### config.mk
export PLATFORM = sky130hd
export DESIGN_NAME = combat_arbiter
export DESIGN_NICKNAME = d
export VERILOG_FILES = /design/src/rtl/fighter_pkg.sv /design/src/rtl/combat_hit_detect.sv /design/src/rtl/combat_arbiter.sv
export SDC_FILE = /design/constraint.sdc
export NUM_CORES = 1
export LEC_CHECK = 0
export ABC_AREA = 1
export BUFFER_PORTS_ARGS = -buffer_cell sky130_fd_sc_hd__buf_4
export CORE_MARGIN = 4
export CORE_UTILIZATION = 50
export CTS_CLUSTER_DIAMETER = 80
export DETAILED_ROUTE_END_ITERATION = 7
export GPL_ROUTABILITY_DRIVEN = 0
export MAX_ROUTING_LAYER = met4
export PLACE_DENSITY = 0.71
export SYNTH_ARGS = -nofsm -noshare
export SYNTH_HDL_FRONTEND = slang
export SYNTH_SLANG_ARGS = --single-unit
### constraint.sdc
create_clock -name clk -period 2.3 [get_ports clk]
set_input_delay 0.345 -clock clk [delete_from_list [all_inputs] [get_ports clk]]
set_output_delay 0.345 -clock clk [all_outputs]
set_load 0.01 [all_outputs]
### src/rtl/fighter_pkg.sv
// fighter_pkg: shared combat geometry, damage constants, state encodings and damage helpers.
package fighter_pkg;
  localparam int BOX_W          = 60;
  localparam int BOX_H          = 60;
  localparam int ATK1_RANGE     = 30;
  localparam int ATK2_RANGE     = 60;
  localparam int ATK1_DMG       = 5;
  localparam int ATK2_DMG       = 10;
  localparam int HEALTH_MAX     = 100;
  localparam int HITSTUN_FRAMES = 20;
  localparam int STUN_W         = $clog2(HITSTUN_FRAMES);
  localparam logic [1:0] ATK_NONE = 2'd0;
  localparam logic [1:0] ATK1     = 2'd1;
  localparam logic [1:0] ATK2     = 2'd2;
  typedef enum logic [1:0] {P_ACTIVE, P_HITSTUN, P_KO} pstate_t;
  typedef enum logic {R_FIGHT, R_OVER} rstate_t;
  function automatic logic [6:0] sat_sub(input logic [6:0] h, input logic [6:0] d);
    return (h > d) ? h - d : 7'd0;
  endfunction
  function automatic logic [6:0] atk_dmg(input logic [1:0] t, input logic blocked);
    logic [6:0] d;
    d = (t == ATK2) ? 7'(ATK2_DMG) : 7'(ATK1_DMG);
    return blocked ? (((d >> 2) == 7'd0) ? 7'd1 : d >> 2) : d;
  endfunction
endpackage

### src/rtl/combat_hit_detect.sv
// combat_hit_detect: combinational attack hitbox vs opponent hurtbox intersection test.
module combat_hit_detect
  import fighter_pkg::*;
(
  input  logic [9:0] ax,
  input  logic [9:0] ay,
  input  logic       facing_right,
  input  logic       active,
  input  logic [1:0] atk_type,
  input  logic [9:0] ox,
  input  logic [9:0] oy,
  output logic       hit
);
  logic [10:0] r, lo, hi, dy, ax11, ox11;
  always_comb begin
    ax11 = {1'b0, ax};
    ox11 = {1'b0, ox};
    r    = (atk_type == ATK2) ? 11'(ATK2_RANGE) : 11'(ATK1_RANGE);
    lo   = facing_right ? ax11 + 11'(BOX_W) : ((ax11 < r) ? 11'd0 : ax11 - r);
    hi   = facing_right ? lo + r : ax11;
    dy   = (ay > oy) ? 11'(ay - oy) : 11'(oy - ay);
    hit  = active && (atk_type == ATK1 || atk_type == ATK2) &&
           lo < ox11 + 11'(BOX_W) && ox11 < hi && dy < 11'(BOX_H);
  end
endmodule

### src/rtl/combat_arbiter.sv
// combat_arbiter: per-frame hit resolution, health/hitstun tracking and round control.
// Define COMBAT_BLOCK_EN to let a facing, blocking defender take chip damage instead of a hit.
module combat_arbiter
  import fighter_pkg::*;
(
  input  logic       clk,
  input  logic       reset,
  input  logic       SCEN,
  input  logic       round_restart,
  input  logic [9:0] p1_x,
  input  logic [9:0] p2_x,
  input  logic [9:0] p1_y,
  input  logic [9:0] p2_y,
  input  logic       p1_facing_right,
  input  logic       p2_facing_right,
  input  logic       p1_attack_active,
  input  logic       p2_attack_active,
  input  logic [1:0] p1_attack_type,
  input  logic [1:0] p2_attack_type,
  input  logic       p1_block,
  input  logic       p2_block,
  output logic       p1_move_en,
  output logic       p2_move_en,
  output logic       p1_attack_en,
  output logic       p2_attack_en,
  output logic [6:0] p1_health,
  output logic [6:0] p2_health,
  output logic       p1_hit,
  output logic       p2_hit,
  output logic       round_over,
  output logic [1:0] winner
);
  logic [1:0] act, det, valid, blk_req, blk, stun_hit, done, done_n, me, me_n, ae, ae_n, hit, win, win_n;
  logic [1:0][1:0] typ;
  logic [1:0][6:0] hp, hp_n;
  logic [1:0][STUN_W-1:0] cnt, cnt_n;
  pstate_t st [2], st_n [2];
  rstate_t rs, rs_n;
  logic restart, over_n;
  assign act = {p2_attack_active, p1_attack_active};
  assign typ = {p2_attack_type, p1_attack_type};
`ifdef COMBAT_BLOCK_EN
  assign blk_req = {p2_block, p1_block};
  assign blk = {p2_block && (p2_facing_right ? p1_x > p2_x : p1_x < p2_x),
                p1_block && (p1_facing_right ? p2_x > p1_x : p2_x < p1_x)};
`else
  logic unused_block;
  assign unused_block = p1_block ^ p2_block;
  assign blk_req = '0;
  assign blk = '0;
`endif
  combat_hit_detect u_p1_on_p2 (.ax(p1_x), .ay(p1_y), .facing_right(p1_facing_right), .active(p1_attack_active),
                                .atk_type(p1_attack_type), .ox(p2_x), .oy(p2_y), .hit(det[0]));
  combat_hit_detect u_p2_on_p1 (.ax(p2_x), .ay(p2_y), .facing_right(p2_facing_right), .active(p2_attack_active),
                                .atk_type(p2_attack_type), .ox(p1_x), .oy(p1_y), .hit(det[1]));
  // index d is the attacker in the first loop and the defender in the second
  always_comb begin
    restart = rs == R_OVER && round_restart;
    for (int d = 0; d < 2; d++) begin
      valid[d]  = det[d] && rs == R_FIGHT && st[d] == P_ACTIVE && st[1-d] == P_ACTIVE && !done[d];
      done_n[d] = act[d] && (done[d] || valid[d]);
    end
    for (int d = 0; d < 2; d++) begin
      hp_n[d]     = valid[1-d] ? sat_sub(hp[d], atk_dmg(typ[1-d], blk[d])) : hp[d];
      stun_hit[d] = valid[1-d] && !blk[d];
      st_n[d]     = (hp_n[d] == 7'd0) ? P_KO : stun_hit[d] ? P_HITSTUN :
                    (st[d] == P_HITSTUN && cnt[d] == '0) ? P_ACTIVE : st[d];
      cnt_n[d]    = stun_hit[d] ? STUN_W'(HITSTUN_FRAMES - 1) :
                    (st[d] == P_HITSTUN && cnt[d] != '0) ? cnt[d] - 1'b1 : cnt[d];
    end
    over_n = hp_n[0] == 7'd0 || hp_n[1] == 7'd0;
    win_n  = {hp_n[0] == 7'd0, hp_n[1] == 7'd0};
    rs_n   = over_n ? R_OVER : R_FIGHT;
    for (int d = 0; d < 2; d++) begin
      ae_n[d] = !over_n && st_n[d] == P_ACTIVE;
      me_n[d] = ae_n[d] && !blk_req[d];
    end
    if (restart) begin
      hp_n   = {7'(HEALTH_MAX), 7'(HEALTH_MAX)};
      st_n   = '{P_ACTIVE, P_ACTIVE};
      cnt_n  = '0;
      done_n = '0;
      rs_n   = R_FIGHT;
      win_n  = '0;
      me_n   = '1;
      ae_n   = '1;
    end
  end
  always_ff @(posedge clk or negedge reset)
    if (!reset) begin
      hp   <= {7'(HEALTH_MAX), 7'(HEALTH_MAX)};
      st   <= '{P_ACTIVE, P_ACTIVE};
      cnt  <= '0;
      done <= '0;
      rs   <= R_FIGHT;
      win  <= '0;
      me   <= '1;
      ae   <= '1;
      hit  <= '0;
    end else begin
      hit <= SCEN ? stun_hit : 2'b00;
      if (SCEN && (rs == R_FIGHT || restart)) begin
        hp   <= hp_n;
        st   <= st_n;
        cnt  <= cnt_n;
        done <= done_n;
        rs   <= rs_n;
        win  <= win_n;
        me   <= me_n;
        ae   <= ae_n;
      end
    end
  assign {p2_health, p1_health}       = hp;
  assign {p2_move_en, p1_move_en}     = me;
  assign {p2_attack_en, p1_attack_en} = ae;
  assign {p2_hit, p1_hit}             = hit;
  assign round_over                   = rs == R_OVER;
  assign winner                       = win;
endmodule

==> results of run 1 <==
routing by layer:
layer | part of all wire | routed length (µm) | vias to the layer above | track usage
met4 | 0.042 | 1020 | 0 | 0.0822
met2 | 0.49 | 11800 | 397 | 0.519
met1 | 0.40 | 9770 | 3827 | 0.361
met3 | 0.063 | 1530 | 118 | 0.0341
met5 | 0 | 0 | - | -
li1 | - | - | 4052 | -
cell type report:
| class | count | area (µm²) |
|---|---|---|
| clock inverter | 3 | 21.3 |
| timing repair buffer | 341 | 2690 |
| fill | 832 | 2150 |
| clock buffer | 5 | 125 |
| tap | 168 | 210 |
| multi-input combinational | 813 | 5360 |
| inverter | 179 | 719 |
| sequential | 37 | 936 |
power by group:
group	total, mW	leakage (nW)	switching [mW]	internal (mW)
Clock	0.694	0.0702	0.291	0.404
Combinational	3.56	4.92	1.90	1.66
Sequential	0.999	0.459	0.152	0.847
Total	5.25	5.45	2.34	2.91
registers in the layout (all words and copies together) (netlist names):
register    flops
ae              2
cnt            10
done            2
hit             2
p1_health       7
p2_health       7
round_over      1
st              4
winner          2
logic make-up (layout without fill, tap and decap cells):
kind of cell,Yosys count,in the layout,share of synthesized area
AND/OR/NAND/NOR,559,560,0.394
buffers and inverters,197,528,0.122
AO/OA/AOI/OAI,146,146,0.136
adder cells (fa/ha/maj),86,86,0.172
flip-flops,37,37,0.147
XOR/XNOR,21,21,0.0289
worst min path at each step:
stage,startpoint,end,slack [ps],cells after the start
after global placement,reset,p2_health[3],330,1
after floorplan,reset,cnt[0],50,0
after detailed placement,reset,p2_health[0],330,1
final,reset,p2_health[1],20,1
after global routing,reset,p2_health[1],60,1
after CTS,reset,p2_health[1],40,1
cell usage in the layout (no fill, tap or decap), drive strengths merged, types with 2 or more instances in the layout:
cell,netlist,layout
a211oi,2,2
a21o,2,2
a21oi,44,44
a22oi,2,2
a31oi,5,5
and2,3,3
buf,11,341
clkbuf,7,5
clkinv,2,3
dfrtp,29,29
dfstp,8,8
fa,2,2
ha,84,84
inv,177,178
nand2,314,314
nand3,94,95
nand4,27,27
nor2,104,104
nor3,6,6
nor3b,3,3
nor4,2,2
o211ai,5,5
o21ai,59,59
o21bai,6,6
o22ai,13,13
o31ai,3,3
or2,5,5
xnor2,3,3
xor2,18,18
stage by stage:
| step | instance area [µm²] | setup WS, ps | hold slack (ps) | util |
|---|---|---|---|---|
| final | 10100 | -2200 | 20.9 | 0.824 |
| after global routing | 10100 | -2510 | 55.1 | 0.824 |
| after CTS | 9610 | -2030 | 35.2 | 0.787 |
| after detailed placement | 9010 | -2490 | 330 | 0.738 |
| after global placement | 9010 | -2350 | 328 | 0.738 |
| after floorplan | 6560 | -1980 | 49.4 | - |
what timing repair did:
item                                    in CTS  in global routing
endpoints found under the setup margin      37                 37
cloned                                       1                  0
pin swaps                                   53                 20
setup buffers                               19                 17
resized for setup                           86                 75
==> reports/results.tsv, run 1 <==
metric	value	unit
Worst Clk Skew	7.42	ps
Synth top area share	0.175	
Core Area	12200	µm²
slew at the pin closest to its max-slew limit	937	ps
#FFs+latches synth	37	
Async SR Flop Fraction	1.00	
final max-slew violation count	0	
Residual DRC	0	
RSZ-0062 raised after global routing	yes	
total grt overflow	0	
Overall Global Routing Usage	0.296	
worst-case clock buffer depth	2	
worst vdd ir	0.000574	V
reg2reg start	p2_health[1]	
failing checks	negative setup slack	
initial cell density of the core	0.520	
cell accounting for the most synthesized area	nand2_1	
Post-Syn Instances	1046	
Final HPWL DP	16900	µm
CP Data Required Time	2510	ps
worst reg2reg path depth	15	
Skew-Pair Late Insertion Delay	280	ps
via count of the first global-routing pass	7850	
Worst Setup EP	ae[1]	
CP startpoint kind	input port	
crit end category	flop	
worst hold-check path type	in -> async	
Synth cell types	51	
crit path kind	in -> reg	
Critical Path Fanout Max	5	
ys flop type	dfrtp_1	
Worst Slack Setup Final	-2200	ps
CTS tree	done	
H-tree levels	2	
initial antenna violation count	0	
WP depth	41	
# rows	40	
largest net degree at the start of global routing	38	
Setup TNS	-70250	ps
Total Power	5.25	mW
I/O pins	77	
placed cells	1508	
CP max stage cell	ha_4	
most frequent cells after synthesis	nand2_1, inv_1, nor2_1	
final wirelength	24200	µm
Final Hold Fails	0	
hold buffers post-CTS	0	
leakage power	5.45	nW
setup violators final	37	
Via density	5.43	
max_cap viols	0	
NumNets Final	1517	
root buf cell	clkbuf_16	
layout cells sized above 1	0.391	
minimum clock period	4500	ps
Die Wd	121	µm
Reg clk slew, reported paths	60	ps
die area	14600	µm²
Avg Inst Size Synth	6.08	µm²
Avg WL per Cell	15.6	µm
Post-synth EDFFs	0	
routed vias	8394	
diode count	0	
TritonRoute pass-1 iters	5	
Final period util	1.96	
syn nets	1186	
Num CTS Buffers	5	
Syn. warnings	0	
detailed router's first-iteration violation count	705	
I/O Buffers	74	
Max stage delay on crit path	240	ps
Die H	121	µm
Critical Path Source	p2_attack_type[0]	
Max-slew headroom	0.374	
top post-synthesis cells by area	nand2_1, ha_1, dfrtp_1	
antenna viol nets, final	0	
status	complete, but fails checks	
non-filler cells, final	1546	
count leader, synth	nand2_1	
R2R Path End	round_over	
synthesized area	6350	µm²
worst reg-to-reg setup slack	-720	ps
fmax	222	MHz
critical path data arrival time	4710	ps
pwr/cell area	522	nW/µm²
Clock Sinks	37	
first-pass GRT wire length	34900	µm
CP top delay family	simple AND/OR/NAND/NOR gates	
area grow syn2layout	58.3	%
Seq/Total Area, Yosys	0.147	
CP bufs+invs	9	
Power figures use the tool's default switching activity.
==> inputs of run 2 (changes only) <==
MAX_ROUTING_LAYER = not set   (was met4)
==> run 2 against run 1 <==
Via count is 0.27% higher. Global-route usage is 0.81 points lower. Largest cell class unchanged. The flow still finishes with violations (negative setup slack). Sequential power is essentially flat.
==> reports/results.tsv, run 2 (same netlist as run 1, synthesis figures left out) <==
metric	value	unit	change
max_cap viols	0		unchanged
# rows	40		unchanged
status	complete, but fails checks		
Final period util	1.95		-0.00469
Sw Ratio	0.445		about the same
TritonRoute pass-1 iters	5		unchanged
area grow syn2layout	58.3	%	unchanged
Die Wd	121	µm	unchanged
Reg with most FFs	cnt		
die area	14600	µm²	unchanged
Reg clk slew, reported paths	60	ps	about the same
non-filler cells, final	1546		unchanged
Final Hold Fails	0		unchanged
Residual DRC	0		unchanged
Max-slew headroom	0.381		+0.00715
most frequent cells in the layout	buf_4, nand2_1, inv_1		
worst hold-check path type	in -> async		
worst reg2reg path depth	15		unchanged
Num CTS Buffers	5		unchanged
I/O Buffers	74		unchanged
clock network power share	0.132		about the same
routed vias	8417		+0.27%
Worst Slack Setup Final	-2190	ps	+10.8 ps
layout cells sized above 1	0.391		unchanged
worst vdd ir	0.000575	V	+0.22%
I/O pins	77		unchanged
CTS tree	done		
RSZ-0062 raised after global routing	yes		
diode count	0		unchanged
fmax	223	MHz	+0.24%
antenna viol nets, final	0		unchanged
root buf cell	clkbuf_16		
pre-CTS setup slack	-2490	ps	unchanged
worst-case clock buffer depth	2		unchanged
R2R Path End	round_over		
failing checks	negative setup slack		
H-tree levels	2		unchanged
final max-slew violation count	0		unchanged
critical path data arrival time	4700	ps	about the same
Switch Pwr	2.34	mW	about the same
initial cell density of the core	0.520		unchanged
Skew-Pair Late Insertion Delay	290	ps	about the same
Gate power share	0.678		about the same
setup violators final	37		unchanged
Clock Sinks	37		unchanged
crit end category	flop		
slew at the pin closest to its max-slew limit	927	ps	-10.7 ps
Placed Area	9010	µm²	unchanged
worst reg-to-reg setup slack	-760	ps	-40 ps
leakage power	5.45	nW	unchanged
total grt overflow	0		unchanged
hold buffers post-CTS	0		unchanged
sequential share of power	0.190		about the same
CP Data Required Time	2510	ps	about the same
reg2reg start	p2_health[1]		
detailed router's first-iteration violation count	681		-3.4%
first-pass GRT wire length	34900	µm	about the same
crit path kind	in -> reg		
minimum hold slack	17.3	ps	-3.56 ps
placed cells	1508		unchanged
Final HPWL DP	16900	µm	unchanged
Overall Global Routing Usage	0.288		-0.00813
initial antenna violation count	0		unchanged
cell area after layout	10100	µm²	unchanged
internal power	2.91	mW	about the same
NumNets Final	1517		unchanged
Die H	121	µm	unchanged
Critical Path Fanout Max	5		unchanged
Via density	5.44		+0.27%
Max stage delay on crit path	240	ps	about the same
pwr/cell area	522	nW/µm²	about the same
CP startpoint kind	input port		
most common cell after layout, fill and taps aside	buf_4		
Core Area	12200	µm²	unchanged
Avg WL per Cell	15.6	µm	about the same
via count of the first global-routing pass	7852		+0.025%
Worst Clk Skew	6.04	ps	-1.38 ps
final wirelength	24200	µm	about the same
minimum clock period	4490	ps	-10.8 ps
number of flip-flops in the largest register	10		unchanged
Setup TNS	-70570	ps	-323 ps
CP max stage cell	ha_4		
largest net degree at the start of global routing	38		unchanged
## run 2: cell counts in the layout (fill, tap and decap cells not counted)
No cell type changed its count.
## run 2: what timing repair did
action / CTS / global route
endpoints found under the hold margin: 0 / 0
buffers inserted: 19 / 17
endpoints found under the setup margin: 37 / 37
pin swaps: 53 / 20
cloned: 1 / 0
gates resized for setup: 86 / 75
## run 2: area by class of cell
class                   instances  area, µm²
multi-input cells             813       5360
fillers                       832       2150
flip-flops and latches         37        936
well taps                     168        210
repair buffers                341       2690
clock inverters                 3       21.3
inverters                     179        719
clock buffers                   5        125
## run 2: worst max path at each step
| stage | from | end | cells after the start |
|---|---|---|---|
| finish | p2_attack_type[0] | ae[1] | 41 |
| global route | p2_attack_type[0] | ae[1] | 41 |
| CTS | p2_attack_type[0] | st[2] | 40 |
| detailed placement | p2_attack_type[0] | cnt[4] | 39 |
| global placement | p2_attack_type[0] | cnt[4] | 39 |
| floorplan | p2_attack_type[0] | st[2] | 39 |
## run 2: per-layer routing
layer	wire (µm)	global-route usage	vias up
li1	-	-	4056
met5	0	0	-
met2	11900	0.519	362
met1	9920	0.360	3896
met3	1410	0.0341	103
met4	953	0.0822	0
## run 2: per-stage QoR
stage | util | total power [mW]
2_1_floorplan | - | 2.62
3_3_place_gp | 0.738 | 3.81
3_5_place_dp | 0.738 | 3.87
4_1_cts | 0.787 | 4.77
5_1_grt | 0.824 | 5.61
6_report | 0.824 | 5.25
## run 2: critical path: cells and delay by family
family,cells,cell delay (ps)
compound gates,10,1240
buf+inv,9,720
simple gates,17,1480
fa+ha+maj,5,890
## run 2: power by group through the flow
stage	clock network, mW	registers, mW	logic (mW)
4_1_cts	0.681	0.973	3.11
3_5_place_dp	0	0.980	2.89
3_3_place_gp	0	0.978	2.83
5_1_grt	0.722	1.01	3.87
6_report	0.696	0.998	3.56
2_1_floorplan	0	1.00	1.62
==> inputs of run 3 (changes only) <==
CTS_CLUSTER_DIAMETER = not set   (was 80)
PLACE_DENSITY = 0.68   (was 0.71)
clock period = 4.4 ns   (was 2.3 ns; I/O delays follow)
==> run 3 against run 2 <==
The run still ends with negative setup slack left. Worst hold slack better by 310 ps. Register-to-register slack improved by 2400 ps. Combinational power fell by 58%. Clock skew fell by 0.99 ps. Wire length shrank 18%. Die area unchanged. First-iteration DRC count decreased by 24%. Sequential power is 48% lower. Critical endpoint is now cnt[4]. Largest cell class unchanged.
==> reports/results.tsv, run 3 (same netlist as run 1, synthesis figures left out) <==
metric	value	unit	change
layout cells sized above 1	0.321		-0.0701
final max-slew violation count	0		unchanged
Worst Clk Skew	5.04	ps	-0.993 ps
worst hold-check path type	in -> async		
number of fillers in the final layout	1085		+30%
most used cell along the critical path	nand2_4		
minimum clock period	4710	ps	
Gate power share	0.630		-0.048
crit path kind	in -> reg		
worst reg-to-reg setup slack	1590	ps	+2350 ps
setup violators final	19		-49%
CP top delay family	simple AND/OR/NAND/NOR gates		
Via density	5.16		-5.2%
R2R Path End	round_over		
Reg clk slew, reported paths	60	ps	about the same
root buf cell	clkbuf_16		
Final period util	1.07		
Die H	121	µm	unchanged
clock network power share	0.150		+0.018
I/O pins	77		unchanged
minimum hold slack	326	ps	+309 ps
non-filler cells, final	1439		-6.9%
sequential share of power	0.220		+0.030
Num CTS Buffers	5		unchanged
Skew-Pair Late Insertion Delay	290	ps	about the same
via count of the first global-routing pass	7304		-7.0%
Final Hold Fails	0		unchanged
WP depth	39		-4.9%
Overall Global Routing Usage	0.271		-0.0174
initial antenna violation count	0		unchanged
final wirelength	19900	µm	-18%
crit end category	flop		
Switch Pwr	1.05	mW	-55%
worst reg2reg path depth	15		unchanged
most frequent cells in the layout	nand2_1, buf_4, inv_1		
most common cell after layout, fill and taps aside	nand2_1		
leakage power	4.89	nW	-10%
I/O Buffers	74		unchanged
# rows	40		unchanged
internal power	1.32	mW	-55%
area grow syn2layout	40.8	%	
antenna viol nets, final	0		unchanged
CTS tree	done		
CP Data Required Time	4570	ps	+2060 ps
placed cells	1395		-7.5%
Clock Sinks	37		unchanged
Reg with most FFs	cnt		
Max-slew headroom	0.381		about the same
failing checks	negative setup slack		
critical path data arrival time	4890	ps	+190 ps
number of flip-flops in the largest register	10		unchanged
Core Area	12200	µm²	unchanged
CP startpoint kind	input port		
Sw Ratio	0.443		-0.00217
die area	14600	µm²	unchanged
TritonRoute pass-1 iters	5		unchanged
slew at the pin closest to its max-slew limit	922	ps	-4.65 ps
Max stage delay on crit path	280	ps	+40 ps
Critical Path Fanout Max	6		+1
initial cell density of the core	0.520		unchanged
Avg WL per Cell	13.8	µm	-12%
CP bufs+invs	10		+1
diode count	0		unchanged
RSZ-0062 raised after global routing	yes		
pwr/cell area	264	nW/µm²	-49%
Worst Slack Setup Final	-312	ps	+1880 ps
H-tree levels	2		unchanged
largest net degree at the start of global routing	38		unchanged
total grt overflow	0		unchanged
worst-case clock buffer depth	2		unchanged
worst vdd ir	0.000226	V	-61%
first-pass GRT wire length	32900	µm	-5.8%
Residual DRC	0		unchanged
Final HPWL DP	15300	µm	-9.0%
Core Util, Final	0.733		-0.0910
routed vias	7428		-12%
detailed router's first-iteration violation count	519		-24%
reg2reg start	p2_health[2]		
status	complete, but fails checks		
CP max stage cell	ha_4		
fmax	212	MHz	
Die Wd	121	µm	unchanged
NumNets Final	1410		-7.1%
max_cap viols	0		unchanged
hold buffers post-CTS	0		unchanged
[run 3: cell types whose count changed in the layout (fill, tap and decap cells not counted), moves of 3 or more]
cell,delta
ha_1,+3
o21ai_0,+7
buf_4,-91
o22ai_2,-7
a21oi_2,+4
nand2_1,+5
o22ai_1,+7
buf_6,-15
ha_4,-3
o21ai_1,-4
inv_6,-3
nor2_1,+3
o21ai_4,-4
[run 3: worst max path at each step]
stage,startpoint,end,slack (ps)
floorplan,p2_attack_type[0],st[2],-200
global placement,p2_attack_type[0],cnt[4],-570
detailed placement,p2_attack_type[0],cnt[4],-670
CTS,p2_attack_type[0],cnt[4],-230
global route,p2_attack_type[0],ae[1],-570
finish,p2_attack_type[0],cnt[4],-310
[run 3: repair_timing]
item | CTS | global route
setup buffers | 20 | 15
setup endpoints to repair | 26 | 36
pin swaps | 59 | 59
gates resized for setup | 74 | 52
gates cloned | 1 | 0
endpoints found under the hold margin | 0 | 0
[run 3: layer usage]
metal,global-route usage,share of wire,vias to the layer above
met4,0.0751,0.025,0
met5,0,0,-
met3,0.0430,0.051,44
met2,0.461,0.47,213
met1,0.354,0.45,3319
li1,-,-,3852
[run 3: power groups by stage]
stage	Sequential [mW]	Clock, mW	Combinational [mW]
global placement	0.521	0	1.27
detailed placement	0.523	0	1.29
CTS	0.519	0.357	1.39
floorplan	0.523	0	0.834
finish	0.520	0.355	1.49
global route	0.533	0.372	1.67
[run 3: final cells by class]
class,count,area (µm²),share of cell area
inverter,179,714,0.0799
multi-input combinational,813,5120,0.573
timing repair buffer,234,1820,0.203
sequential,37,936,0.105
clock buffer,5,125,0.0140
tap,168,210,0.0235
clock inverter,3,17.5,0.00196
[run 3: stage by stage]
stage | total power, mW | setup TNS [ps] | setup WS [ps] | cell area, µm²
final | 2.36 | -3770 | -312 | 8950
after global routing | 2.58 | -10500 | -570 | 8950
after CTS | 2.27 | -2210 | -234 | 8670
after detailed placement | 1.81 | -14520 | -675 | 8100
after global placement | 1.79 | -11350 | -568 | 8100
after floorplan | 1.36 | -1640 | -199 | 6490
[run 3: worst reg2reg max path, cell delays in order (launching register included)]
cell and delay (ps):
dfstp_2 560, ha_1 270, inv_1 100, o21bai_1 100, nand2_1 80, nor3b_1 290
nand2_1 80, o21ai_0 140, nand2_1 230, o21ai_0 150, a21oi_1 80, o21ai_2 170
inv_2 60, nor2_4 130, nand4_1 150, o211ai_1 140
